===== config.mk =====
export PLATFORM = sky130hd
export DESIGN_NAME = multiword_sub_ctrl
export DESIGN_NICKNAME = d
export VERILOG_FILES = /design/src/rtl/multiword_sub_ctrl.sv
export SDC_FILE = /design/constraint.sdc
export NUM_CORES = 1
export LEC_CHECK = 0
export BUFFER_PORTS_ARGS = -buffer_cell sky130_fd_sc_hd__clkbuf_2
export CORE_MARGIN = 8
export CORE_UTILIZATION = 45
export CTS_BUF_LIST = sky130_fd_sc_hd__clkbuf_4 sky130_fd_sc_hd__clkbuf_8 sky130_fd_sc_hd__clkbuf_16
export CTS_CLUSTER_DIAMETER = 100
export DETAILED_ROUTE_END_ITERATION = 10
export PLACE_DENSITY = 0.77
export SETUP_SLACK_MARGIN = 0.3
export SYNTH_ARGS = -nofsm -noshare
export SYNTH_HDL_FRONTEND = slang
export SYNTH_SLANG_ARGS = --single-unit

===== constraint.sdc =====
create_clock -name i_clk -period 6.3 [get_ports i_clk]
set_clock_uncertainty 0.1 [all_clocks]
set_input_delay 1.26 -clock i_clk [delete_from_list [all_inputs] [get_ports i_clk]]
set_output_delay 1.26 -clock i_clk [all_outputs]
set_load 0.01 [all_outputs]

===== src/rtl/multiword_sub_ctrl.sv =====
`default_nettype none
// ============================================================================
// Module   : substractor / multiword_sub_ctrl
// Purpose  : Multi-word subtractor built from one WIDTH-bit slice. The slice
//            is reused once per cycle, LSB chunk first, with a rippled borrow.
// Revision : 1.0 - initial release
// ============================================================================

module substractor #(
    parameter int WIDTH = 4
) (
    input  logic [WIDTH-1:0] i_a,
    input  logic [WIDTH-1:0] i_b,
    input  logic             i_bin,
    output logic [WIDTH-1:0] o_diff,
    output logic             o_bout
);
    // Widen by one bit; the sign bit of the widened difference is the borrow-out.
    assign {o_bout, o_diff} = {1'b0, i_a} - {1'b0, i_b} - {{WIDTH{1'b0}}, i_bin};
endmodule

module multiword_sub_ctrl #(
    parameter int WIDTH = 4,
    parameter int WORDS = 4
) (
    input  logic                   i_clk,
    input  logic                   i_rst,
    input  logic                   i_start,
    input  logic [WIDTH*WORDS-1:0] i_op1,
    input  logic [WIDTH*WORDS-1:0] i_op2,
    input  logic                   i_borrow,
    output logic                   o_busy,
    output logic                   o_done,
    output logic [WIDTH*WORDS-1:0] o_res,
    output logic                   o_borrow
);
    localparam int c_n     = WIDTH * WORDS;
    localparam int c_idx_w = $clog2(WORDS);

    localparam logic [1:0] c_st_idle = 2'd0;
    localparam logic [1:0] c_st_run  = 2'd1;
    localparam logic [1:0] c_st_done = 2'd2;

    localparam logic [c_idx_w-1:0] c_idx_last = c_idx_w'(WORDS - 1);

    logic [1:0]         r_state;
    logic [1:0]         w_state_nxt;
    logic [c_idx_w-1:0] r_idx;
    logic [c_n-1:0]     r_op1;
    logic [c_n-1:0]     r_op2;
    logic               r_bin;
    logic [c_n-1:0]     r_res;
    logic               r_bout;

    logic               w_load;
    logic               w_step;
    logic               w_last;
    logic [31:0]        w_base;
    logic [WIDTH-1:0]   w_a;
    logic [WIDTH-1:0]   w_b;
    logic [WIDTH-1:0]   w_diff;
    logic               w_bout;

    assign w_last = (r_idx == c_idx_last);
    assign w_base = 32'(r_idx) * 32'(WIDTH);
    assign w_a    = r_op1[w_base +: WIDTH];
    assign w_b    = r_op2[w_base +: WIDTH];

    substractor #(
        .WIDTH (WIDTH)
    ) u_slice (
        .i_a    (w_a),
        .i_b    (w_b),
        .i_bin  (r_bin),
        .o_diff (w_diff),
        .o_bout (w_bout)
    );

    // State register; reset drops straight to IDLE without waiting for a clock.
    always_ff @(posedge i_clk or posedge i_rst) begin
        if (i_rst) begin
            r_state <= c_st_idle;
        end else begin
            r_state <= w_state_nxt;
        end
    end

    // Next-state decode plus the load/step strobes and status outputs.
    always_comb begin
        w_state_nxt = r_state;
        w_load      = 1'b0;
        w_step      = 1'b0;
        o_busy      = 1'b0;
        o_done      = 1'b0;
        case (r_state)
            c_st_idle: begin
                if (i_start) begin
                    w_load      = 1'b1;
                    w_state_nxt = c_st_run;
                end
            end
            c_st_run: begin
                o_busy = 1'b1;
                w_step = 1'b1;
                if (w_last) begin
                    w_state_nxt = c_st_done;
                end
            end
            c_st_done: begin
                o_busy      = 1'b1;
                o_done      = 1'b1;
                w_state_nxt = c_st_idle;
            end
            default: begin
                w_state_nxt = c_st_idle;
            end
        endcase
    end

    // Operand capture on accept, then one chunk of result and borrow per RUN cycle.
    always_ff @(posedge i_clk or posedge i_rst) begin
        if (i_rst) begin
            r_idx  <= '0;
            r_op1  <= '0;
            r_op2  <= '0;
            r_bin  <= 1'b0;
            r_res  <= '0;
            r_bout <= 1'b0;
        end else if (w_load) begin
            r_op1 <= i_op1;
            r_op2 <= i_op2;
            r_bin <= i_borrow;
            r_idx <= '0;
        end else if (w_step) begin
            r_res[w_base +: WIDTH] <= w_diff;
            r_bin                  <= w_bout;
            if (w_last) begin
                r_bout <= w_bout;
            end else begin
                r_idx <= r_idx + c_idx_w'(1);
            end
        end
    end

    assign o_res    = r_res;
    assign o_borrow = r_bout;

endmodule
`default_nettype wire


==> results of run 1 <==
==> worst reg2reg max path, delay by kind of cell (launching register included) <==
kind | cells | cell delay, ns
adders and majority gates | 2 | 0.87
DFF | 1 | 0.82
muxes | 1 | 0.44
AOI/OAI and AO/OA | 2 | 0.28
and+or+nand+nor | 1 | 0.16
xor gates and xnor gates | 1 | 0.15
==> placed cells by master, fill, tap and decap left out <==
cell        netlist  layout
clkinvlp_4        0       1
a21oi_2           1       1
dfrtp_1          54      54
fa_1              2       2
o21ai_0           2       2
clkbuf_2          0      54
nand3_1           1       1
inv_1            12      11
nor2b_1           4       4
xnor2_1           3       3
clkbuf_4          0       1
clkbuf_8          0       5
nor2_1            3       3
mux2_2           32      32
nand2_1           7       7
mux4_2            8       8
and4b_1           1       1
nor4b_1           1       1
a31oi_1           2       2
inv_2             0       1
xor2_1            1       1
nor3b_1           1       1
a21oi_1           5       5
bufinv_16         0       1
a22o_1           16      16
o22a_1            1       1
nand2b_1          2       2
buf_4             0       1
and4_1            1       1
ha_1             14      14
==> path summary, 6_finish.rpt <==
| check | startpoint | endpoint | slack [ns] |
|---|---|---|---|
| worst min-delay path | o_res[14]$_DFFE_PP0P_ | o_res[14]$_DFFE_PP0P_ | 0.41 |
| worst max register to register | r_idx[0]$_DFFE_PP0P_ | o_borrow$_DFFE_PP0P_ | 3.36 |
| min in group asynchronous | i_rst | o_res[10]$_DFFE_PP0P_ | 1.11 |
| worst max-delay path | r_idx[0]$_DFFE_PP0P_ | o_borrow$_DFFE_PP0P_ | 3.36 |
| max in group asynchronous | i_rst | r_op2[11]$_DFFE_PP0P_ | 4.32 |
| worst min register to register | o_res[14]$_DFFE_PP0P_ | o_res[14]$_DFFE_PP0P_ | 0.41 |
==> logic make-up (layout without fill, tap and decap cells) <==
logic type / Yosys count / in the layout / share of synthesized area [%]
XOR/XNOR: 4 / 4 / 1.377
multiplexers: 40 / 40 / 21.24
AND/OR/NAND/NOR: 21 / 21 / 4.523
buffers and inverters: 19 / 75 / 3.244
adder cells (fa/ha/maj): 16 / 16 / 8.456
flip-flops: 54 / 54 / 53.10
AO/OA/AOI/OAI: 27 / 27 / 8.063
==> report_power, final <==
| group | internal [uW] | switching, uW |
|---|---|---|
| logic | 428 | 436 |
| registers | 507 | 112 |
| clock network | 123 | 108 |
==> layer usage <==
layer / global-route usage (%) / vias up / share of wire (%)
li1: - / 759 / -
met1: 15.38 / 787 / 46
met2: 18.26 / 45 / 46
met3: 4.691 / 7 / 7.3
met4: 3.411 / 0 / 0.90
met5: 0 / - / 0
==> cells in the mapped netlist <==
master / count / area [um^2]
nor3b_1: 1 / 7.510
mux2_2: 32 / 360.4
o22a_1: 1 / 8.760
fa_1: 2 / 40.04
a21oi_1: 5 / 25.02
xnor2_1: 3 / 26.28
nand2_1: 7 / 26.28
and4_1: 1 / 8.760
nor2_1: 3 / 11.26
xor2_1: 1 / 8.760
buf_6: 1 / 11.26
nor2b_1: 4 / 25.02
mux4_2: 8 / 180.2
nand3_1: 1 / 5.000
a22o_1: 16 / 140.1
buf_2: 3 / 15.01
nor4b_1: 1 / 8.760
and4b_1: 1 / 10.01
clkbuf_1: 2 / 7.510
o21ai_0: 2 / 10.01
inv_1: 12 / 45.04
buf_1: 1 / 3.750
dfrtp_1: 54 / 1351
nand2b_1: 2 / 12.51
ha_1: 14 / 175.2
a21oi_2: 1 / 8.760
a31oi_1: 2 / 12.51
==> final cells by class <==
cell class,count,area (um^2)
clock buffers,6,76.32
multi-input cells,108,1111
flip-flops and latches,54,1351
well taps,72,90.09
inverters,12,45.04
clock inverters,2,37.54
repair buffers,55,277.8
fillers,498,2484
==> stage by stage <==
step | std cells | hold slack [ns] | cell area, um^2 | utilization, % | total power [uW]
global route | 309 | 0.4243 | 2989 | 54.62 | 1862
detailed placement | 301 | 0.3909 | 2875 | 52.54 | 1511
global placement | 301 | 0.3842 | 2875 | 52.54 | 1478
CTS | 309 | 0.4157 | 2989 | 54.62 | 1742
floorplan | 181 | 0.3739 | 2545 | - | 1267
finish | 309 | 0.4116 | 2989 | 54.62 | 1714
==> sequential cells by signal, indices dropped and copies added (netlist names) <==
register	flops
r_idx	2
o_res	16
r_op2	16
r_bin	1
r_state	2
r_op1	16
o_borrow	1
==> flow_summary.yaml, run 1 <==
setup_path:
  crit_type: "reg -> reg"
  slowest_delay_ns: 0.82
  path_buf_inv: 0
  path_cells: "mux4_2 -> fa_1 -> fa_1 -> nand2b_1 -> a21oi_1 -> xnor2_1 -> a31oi_1"
  critPathSlowestCell: "dfrtp_1"
  path_depth: 7
  critical_path_required_ns: 6.37
  cp-start-kind: "register"
  reg2reg_depth: 7
  cp_max_fo: 17
  setup.worst_path.end_class: "register"
  cp.arrival_ns: 3.00
  crit_family: "adder cells"
  crit_top_cell: "fa_1"
logic_synthesis:
  synth_seq_area_share_pct: 53.10
  syn_inst: 181
  yosys_warnings: 0
  synth_nets: 233
  synth_cell_types: 27
  synth-seq-cells: 54
  syn_area_per_cell_um2: 14.06
  netlist_area_mm2: 0.002545
cts:
  clk_latency_ns: 0.30
  numCtsBuffers: 5
  cts_post_setup_buffers_inserted: 0
  clkSlewWorstSetupHoldPaths_ns: 0.09
  clockRootBuffer: "clkbuf_8"
  numClockSinks: 54
  cts_resized: 0
  tritoncts: "yes"
  holdBufCountCts: 0
  clk_path_buf_depth: 2
  htreeDepth: 2
place:
  dp_hpwl_um: 3654
  place_ws_ns: 3.317
  gp_congestion: 0.7420
  portBuffers: 54
sta:
  fin_crit_ns: 2.937
  relSlewSlack_pct: 26.81
  worst_slew_pin_slew_ns: 1.096
  fin_setup_tns_ns: 0
  final_hold_viol_count: 0
  finalWorstSetupSlack_ns: 3.363
  setup_viol_count_final: 0
  rsz0062_at_grt: "no"
  fmax_ghz: 0.3405
  period_share_pct: 46.61
  drv_slew: 0
job:
  drv_cap: 0
drt:
  postRouteAntennaNets: 0
  vias_per_cell: 5.172
  vias: 1598
  drt_iter0_drc: 45
  wl_per_cell_um: 15.46
  drc_errors: 0
  wl_um: 4776
  drtPass1Iterations: 4
cells_and_area:
  area_growth_pct: 17.45
  n_antenna_cell: 0
  finalNetCount: 288
  drive_gt1_share_pct: 44.30
global_route:
  grt_start_max_net_pins: 55
  grt_pass1_vias: 1799
  grt_usage_pct: 11.96
  antenna_found_initial: 0
  grt-ovfl-total: 0
  grt_pass1_wl_um: 8266
power:
  power_density_mw_per_mm2: 573.6
  peakVddDrop_mv: 0.2492
  total_leakage_power_uw: 0.001439
min_path:
  min_path_cells: 1
  hold_path_class: "reg -> reg"
floorplan:
  rows: 27
  core_area_mm2: 0.005473
  die_area_mm2: 0.008317
  fp.dieH_um: 91.20
  io_pins: 55
  start_util_pct: 46.50
  fp.dieW_um: 91.20
run_status:
  status: "complete, no violations"
(Power assumes the default switching activity.)
==> inputs of run 2 (changes only) <==
- ABC_AREA: unset -> 1
- clock period: 6.3 -> 2.93 ns (I/O delays scaled with it)
==> run 2 against run 1 <==
Effect of this change:
- core utilization decreased by 0.57 points
- worst setup slack got worse by 3.0 ns
- routed wire length rose by 26%
- sequential power up 110%
- global-route usage increased by 2.5 points
- critical path depth is 3 higher
- synthesized cell count is 75% higher
==> flow_summary.yaml, run 2 <==
setup_path:
  startpoint: "r_idx[0]$_DFFE_PP0P_"
  reg2reg_depth: 10
  cp.arrival_ns: 2.61
  cp_max_fo: 20
  cp-start-kind: "register"
  r2r_start: "r_idx[0]$_DFFE_PP0P_"
  critical_path_required_ns: 3.02
  setup.worst_path.end_class: "register"
  crit_type: "reg -> reg"
sta:
  drv_slew: 0
  final_hold_viol_count: 0
  fin_setup_tns_ns: 0
  rsz0062_at_grt: "no"
  setup_viol_count_final: 0
  holdWs_ns: 0.2708
  fmax_ghz: 0.3968
  finalWorstSetupSlack_ns: 0.4095
  period_share_pct: 86.02
  relSlewSlack_pct: 53.07
  worst_slew_pin_slew_ns: 0.7030
  fin_crit_ns: 2.520
cts:
  holdBufCountCts: 0
  clockRootBuffer: "clkbuf_8"
  numClockSinks: 54
  clk_path_buf_depth: 2
  numCtsBuffers: 5
  htreeDepth: 2
  tritoncts: "yes"
  clkSlewWorstSetupHoldPaths_ns: 0.10
  clk_latency_ns: 0.31
cells_and_area:
  utilization_pct: 54.04
  finalNetCount: 427
  layout_commonest_cell: "nand2_1"
  drive_gt1_share_pct: 23.67
  mostFrequentLayoutCells: "nand2_1 (134), clkbuf_2 (54), dfrtp_1 (52)"
  n_antenna_cell: 0
  area_growth_pct: 17.99
power:
  power_density_mw_per_mm2: 1219
  peakVddDrop_mv: 0.5303
  p_total_uw: 3831
  total_leakage_power_uw: 0.001716
logic_synthesis:
  synth_top_family_by_area: "simple AND/OR/NAND/NOR gates"
  yosys_warnings: 0
  synth-edff-count: 0
  synthAdderAreaFrac_pct: 8.079
  netlist_area_mm2: 0.002664
  syn_area_per_cell_um2: 8.430
  synth-seq-cells: 54
  synth_seq_area_share_pct: 50.73
  yosysMostFrequentCell: "nand2_1"
  synth_compound_area_share_pct: 9.018
  synth_ff_type: "dfrtp_1"
  synth_top_area_share_pct: 50.73
  synth_xor_area_share_pct: 0.6576
  syn_inst: 316
  synth-simple-area-share_pct: 25.65
  synth_area_leader_cell: "dfrtp_1"
  synthMuxAreaShare_pct: 0.4227
  synth_cell_types: 27
  async_flop_share_pct: 100.0
  yosys-top-cells-count: "nand2_1 (134), dfrtp_1 (54), o21ai_0 (25), nor2_1 (20), inv_1 (19)"
  synthTopCellsByArea: "dfrtp_1 (51%), nand2_1 (19%), ha_1 (6.6%), o21ai_0 (4.7%), nor2_1 (2.8%)"
  synth_nets: 368
place:
  portBuffers: 54
  gp_congestion: 0.8937
  place_ws_ns: 0.2204
  dp_hpwl_um: 4493
floorplan:
  start_util_pct: 45.80
  die_area_mm2: 0.008638
  fp.dieH_um: 92.94
  rows: 28
  io_pins: 55
  fp.dieW_um: 92.94
  core_area_mm2: 0.005816
drt:
  drtPass1Iterations: 4
  vias: 2223
  vias_per_cell: 4.929
  drc_errors: 0
  postRouteAntennaNets: 0
  wl_um: 6035
  drt_iter0_drc: 94
  wl_per_cell_um: 13.38
job:
  drv_cap: 0
run_status:
  status: "complete, no violations"
global_route:
  use_met3_pct: 3.803
  grt_pass1_wl_um: 10090
  busiest_layer: "met2"
  grt-ovfl-total: 0
  grt_usage_pct: 14.48
  use_met1_pct: 18.83
  grt_pass1_vias: 2207
  antenna_found_initial: 0
  grt.met2_usage_pct: 22.31
  grt_start_max_net_pins: 38
min_path:
  hold_path_class: "in -> async"
-- run 2: cell types whose count changed in the layout (fill, tap and decap cells not counted), sizes merged, moves of 7 or more --
cell / previous run / this run
nand2: 7 / 136
mux2: 32 / 1
o21ai: 2 / 27
nor2: 3 / 20
a22o: 16 / 1
inv: 12 / 22
buf: 1 / 9
mux4: 8 / 0
nand3: 1 / 8
-- run 2: routing by layer --
layer	share of wire, %	routed length (um)
met2	45	2743
met1	46	2748
met5	0	0
met4	2.0	123
met3	7.0	421
-- run 2: cell families after synthesis --
| family | after synthesis |
|---|---|
| mux | 1 |
| xor+xnor | 2 |
| buf+inv | 33 |
| fa+ha+maj | 16 |
| flops | 54 |
| compound gates | 41 |
| simple gates | 169 |
-- run 2: layout make-up --
type / instances / area (um^2)
Tap cell: 75 / 93.84
Fill cell: 567 / 2673
Clock inverter: 1 / 5.005
Multi-Input combinational cell: 229 / 1172
Timing Repair Buffer: 63 / 337.8
Clock buffer: 7 / 90.09
Inverter: 22 / 90.09
Sequential cell: 54 / 1354
-- run 2: critical path, stage by stage (launching register included) --
cell     delay [ns]
dfrtp_2        0.47
inv_8          0.13
nand2_1        0.07
a32o_1         0.24
fa_2           0.39
fa_2           0.39
nor2_1         0.11
nor2_1         0.05
nor2_1         0.10
xor2_1         0.09
mux2_2         0.26
-- run 2: timing repair --
action | 4_1_cts | 5_1_grt
cloned | 0 | 0
resized for setup | 3 | 3
setup endpoints to repair | 3 | 4
setup buffers | 3 | 0
-- run 2: stage by stage --
stage          instances  cell area (um^2)
2_1_floorplan        316              2668
3_3_place_gp         440              3017
3_5_place_dp         440              3017
4_1_cts              451              3141
5_1_grt              451              3143
6_report             451              3143
-- run 2: path summary, 6_finish.rpt --
kind,to,slack (ns)
min in group i_clk,r_op2[6]$_DFFE_PP0P_,0.37
setup reg to reg,o_borrow$_DFFE_PP0P_,0.41
setup / recovery,o_borrow$_DFFE_PP0P_,0.41
max in group asynchronous,r_idx[0]$_DFFE_PP0P_,1.82
hold reg to reg,r_op1[10]$_DFFE_PP0P_,0.38
hold / removal,o_res[7]$_DFFE_PP0P_,0.27
-- run 2: power by group --
part,internal [uW],switching [uW]
clock network,200,232
logic,817,1290
registers,1080,210
total,2100,1730
